$ cat config.mk
export PLATFORM = sky130hd
export DESIGN_NAME = riu_fetch_stage
export DESIGN_NICKNAME = d
export VERILOG_FILES = /design/src/rtl/riu_fetch_stage.sv
export SDC_FILE = /design/constraint.sdc
export NUM_CORES = 1
export LEC_CHECK = 0
export BUFFER_PORTS_ARGS = -buffer_cell sky130_fd_sc_hd__buf_2
export CORE_MARGIN = 8
export CORE_UTILIZATION = 50
export CTS_CLUSTER_DIAMETER = 150
export DETAILED_ROUTE_END_ITERATION = 8
export PLACE_DENSITY = 0.81
export SYNTH_ARGS = -nofsm -noshare
export SYNTH_HDL_FRONTEND = slang
export SYNTH_SLANG_ARGS = --single-unit
$ cat constraint.sdc
create_clock -name clk -period 4.4 [get_ports clk]
set_clock_uncertainty 0.15 [all_clocks]
set_input_delay 0.88 -clock clk [delete_from_list [all_inputs] [get_ports clk]]
set_output_delay 0.88 -clock clk [all_outputs]
set_load 0.01 [all_outputs]
$ cat src/rtl/riu_fetch_stage.sv
// riu_fetch_stage: RV32 instruction fetch stage ahead of the RIU control unit.
// Holds the PC and fetches words from imem over a req/ack handshake.
// It latches each word into the IR and exposes the decoded RV32 fields.
// Ports:
//   clk, rst (async, active-high)
//   imem_req/imem_addr/imem_ack/imem_rdata : instruction memory handshake
//   stall                                  : downstream back-pressure
//   instr_valid, pc_out                    : IR status and its PC
//   opcode, rd, funct3, rs1, rs2, funct7, imm12, imm20 : slices of the IR
// Option: `define RIU_REDIRECT_EN adds redirect_valid/redirect_pc, which reload the PC.
module riu_fetch_stage #(
   parameter logic [31:0] RESET_PC = 32'h0000_0000,
   parameter int          IMEM_AW  = 12
) (
   input  logic               clk,
   input  logic               rst,
   output logic               imem_req,
   output logic [IMEM_AW-1:0] imem_addr,
   input  logic               imem_ack,
   input  logic [31:0]        imem_rdata,
   input  logic               stall,
   output logic               instr_valid,
   output logic [31:0]        pc_out,
   output logic [6:0]         opcode,
   output logic [4:0]         rd,
   output logic [2:0]         funct3,
   output logic [4:0]         rs1,
   output logic [4:0]         rs2,
   output logic [6:0]         funct7,
   output logic [11:0]        imm12,
   output logic [19:0]        imm20
`ifdef RIU_REDIRECT_EN
   ,
   input  logic               redirect_valid,
   input  logic [31:0]        redirect_pc
`endif
);

   typedef enum logic [1:0] {BOOT, REQ, WAIT, HOLD} state_t;

   localparam logic [31:0] NOP = 32'h0000_0013;

   state_t      state_q, state_d;
   logic [31:0] pc_q;
   logic [31:0] ir_q;
   logic [31:0] pc_out_q;
   logic        valid_q;
   logic        discard_q;

   logic busy;
   logic take;
   logic redir;
   logic capture;

   assign busy = (state_q == REQ) || (state_q == WAIT);
   assign take = busy && imem_ack;

`ifdef RIU_REDIRECT_EN
   assign redir = redirect_valid && (state_q != BOOT);
`else
   assign redir = 1'b0;
`endif

   // A response that belongs to a redirected-away request never loads the IR.
   assign capture = take && !discard_q && !redir;

   always_comb begin
      state_d = state_q;
      unique case (state_q)
         BOOT: state_d = REQ;
         REQ, WAIT: begin
            if (take && !discard_q)
               // Back-pressure only counts once the IR holds something.
               state_d = (stall && valid_q) ? HOLD : REQ;
            else
               state_d = WAIT;
         end
         HOLD: state_d = stall ? HOLD : REQ;
         default: state_d = BOOT;
      endcase
      if (redir)
         state_d = REQ;
   end

   always_ff @(posedge clk or posedge rst) begin
      if (rst) begin
         state_q   <= BOOT;
         pc_q      <= {RESET_PC[31:2], 2'b00};
         ir_q      <= NOP;
         pc_out_q  <= 32'h0;
         valid_q   <= 1'b0;
         discard_q <= 1'b0;
      end else begin
         state_q <= state_d;
`ifdef RIU_REDIRECT_EN
         if (redir) begin
            pc_q    <= {redirect_pc[31:2], 2'b00};
            valid_q <= 1'b0;
         end else
`endif
         if (capture) begin
            ir_q     <= imem_rdata;
            pc_out_q <= pc_q;
            pc_q     <= pc_q + 32'd4;
            valid_q  <= 1'b1;
         end
         // Remember a request left in flight by a redirect, so its ack is dropped.
         if (redir)
            discard_q <= busy && !imem_ack;
         else if (take)
            discard_q <= 1'b0;
      end
   end

   assign imem_req    = busy;
   assign imem_addr   = pc_q[IMEM_AW+1:2];
   assign instr_valid = valid_q;
   assign pc_out      = pc_out_q;
   assign opcode      = ir_q[6:0];
   assign rd          = ir_q[11:7];
   assign funct3      = ir_q[14:12];
   assign rs1         = ir_q[19:15];
   assign rs2         = ir_q[24:20];
   assign funct7      = ir_q[31:25];
   assign imm12       = ir_q[31:20];
   assign imm20       = ir_q[31:12];

endmodule

==> metrics.md <==
| Metric | Value |
|---|---|
| CP arrival | `1.29 ns` |
| Skew-Pair Late Insertion Delay | `around 0.35 ns` |
| Clock sink total | `95` |
| Area share of the largest cell type after synthesis | `between 50% and 60%` |
| Final hold vios | `0` |
| Via Count | `between 2,000 and 3,000` |
| Delay-heaviest family, CP | `adder cells` |
| Cell depth of the worst hold path | `2` |
| Sum Neg Setup Slack | `0 ns` |
| Total Routing Usage GR | `15.5%` |
| Final instance area | `4830 sq um` |
| Fmax achieved | `between 0.4 and 0.5 GHz` |
| Dpl cells | `506` |
| Initial antenna violation count | `0` |
| # Post-CTS Setup Buffers | `0` |
| # DRC | `0` |
| Final std cells w/o fill | `522` |
| Max-slew violations | `0` |
| Largest cells by area after synthesis | `dfrtp_1, mux2_2, buf_4` |
| CP endpoint kind | `output pin` |
| Leading area contributor after synthesis | `dfrtp_1` |
| Min Tclk post-route | `2.32 ns` |
| Share of post-route cells with drive strength above 1 | `55.6%` |
| Seq/Total Area, Yosys | `57.6%` |
| Placeable Area | `8130 sq um` |
| WL per Instance | `16.8 um` |
| Max cap viols | `0` |
| Die area | `about 11,000 sq um` |
| CP Depth | `3` |
| Dpl ws | `1.92 ns` |
| Startpoint Class | `register` |
| Layout net count | `around 450` |
| Fin crit share | `52.8%` |
| Largest stage delay, worst path | `0.36 ns` |
| Total Power | `3.00 mW` |
| Yosys warning count | `0` |
| Height of the die | `107 um` |
| First DRT Iteration DRCs | `111` |
| Min-Delay Path Class | `reg -> reg` |
| Post-synth EDFFs | `0` |
| Most common cell in the netlist | `dfrtp_1` |
| Hold Slack | `approximately 0.33 ns` |
| Max stage delay cell, worst path | `ha_1` |
| Final WL | `8790 um` |
| Std-Cell Rows | `33` |
| Register bit total from synthesis | `95` |
| WS Path Type | `reg -> out` |
| CTS Buf Count | `9` |
| Cts hold-fix bufs | `0` |
| CTS tree | `built` |
| GR Overflow Total | `0` |
| Pin count of the biggest net entering global routing | `69` |
| Crit path max fanout | `5` |
| Pwr Density | `621 nW/um^2` |
| Vias in the first global route | `2,743` |
| # IOs | `146` |
| Mapped Cells | `308` |
| Commonest cells post-synth | `dfrtp_1, mux2_2, buf_4` |
| Clk slew on worst S/H paths | `roughly 0.090 ns` |
| PortBufs | `143` |
| Final setup viols | `0` |
| Cell Area, Synth | `4130 sq um` |
| H-Tree Depth | `3` |
| Clk Tree Root Cell | `clkbuf_8` |
| Crit path cell chain | `inv_1, ha_1, buf_2` |
| Ys flop type | `dfrtp_1` |
| CP required | `about 3.4 ns` |
| Area Overhead vs Synth | `16.8%` |
| CTS Buffer Depth | `2` |
| DRT Pass-1 Iters | `4` |
| RePlAce Congestion | `0.772` |
| Via-to-Cell Ratio | `5.02` |
| Starting density of the core | `50.8%` |
| Post-DRT Antenna Nets | `0` |
| Maximum VDD drop | `0.262 mV` |
| Layout Utilization | `59.4%` |
| Fraction of registers with async set/reset | `100%` |
| RSZ-0062 raised after global routing | `false` |
| Distinct cells, synth | `27` |
| Die width | `107 um` |
| Post-DP HPWL | `around 6700 um` |
| Pleak | `2.50 nW` |
| Diode count | `0` |
| Mean Syn Cell Area | `between 10 and 15 sq um` |
| Status | `complete, no violations` |
| First-pass GRT wire length | `14,200 um` |
| Setup slack after layout | `2.08 ns` |
| PostCTS Resize Cnt | `0` |
| Worst Tran Pin Value | `0.815 ns` |
| Placed Area | `approximately 4600 sq um` |
| Reg2Reg Depth | `6` |
| CP bufs+invs | `2` |
| Max transition margin | `45.7%` |
## worst min-delay path, stage by stage, from the launching register on
cell and delay, ns:
dfrtp_1 0.35, nand2_1 0.05, o21ai_0 0.06
## area by class of cell
cell class                 instances  area, sq um
fill                             676         3300
sequential                        95         2380
multi-input combinational        156         1360
timing repair buffer             146          738
clock buffer                      11          141
tap                              105          131
clock inverter                     5         57.6
inverter                           4         17.5
## path summary, 6_finish.rpt
path	start	to	slack [ns]
setup reg to reg	state_q[0]	pc_q[24]	2.18
hold reg to reg	pc_out[10]	pc_out[10]	0.33
setup / recovery	state_q[0]	imem_req	2.08
hold / removal	pc_out[10]	pc_out[10]	0.33
max in group asynchronous	rst	pc_out[11]	2.73
min in group asynchronous	rst	pc_q[31]	0.51
## placed cells by master, fill, tap and decap left out, drive strengths merged, types with 4 or more instances in the layout
master	instances
nand2	14
nor2	7
buf	146
clkbuf	11
xor2	4
nand3	13
and3	4
mux2	61
xnor2	25
nand4	10
dfrtp	92
inv	5
## registers in the layout, indices dropped and copies added (netlist names)
| register | count |
|---|---|
| ir_q | 32 |
| pc_out | 30 |
| pc_q | 30 |
| state_q | 2 |
| instr_valid | 1 |
## power by group
| part | internal [mW] | switching [mW] |
|---|---|---|
| clock network | 0.280 | 0.295 |
| logic | 0.554 | 0.606 |
| registers | 1.10 | 0.162 |
| total | 1.94 | 1.06 |
## layer usage
metal | part of all wire [%] | vias to the layer above | track usage [%]
met5 | 0 | - | 0
met3 | 9.5 | 11 | 5.22
met2 | 48 | 106 | 25.9
met4 | 1.3 | 0 | 5.43
li1 | - | 1202 | -
met1 | 42 | 1300 | 18.4
## cell families after synthesis
logic type	share of synthesized area, %
flip-flops	57.6
multiplexers	16.6
AND/OR/NAND/NOR	8.81
buffers and inverters	9.53
XOR/XNOR	6.14
adder cells (fa/ha/maj)	0.908
AO/OA/AOI/OAI	0.303
other	0.0907
(Power assumes the default switching activity.)
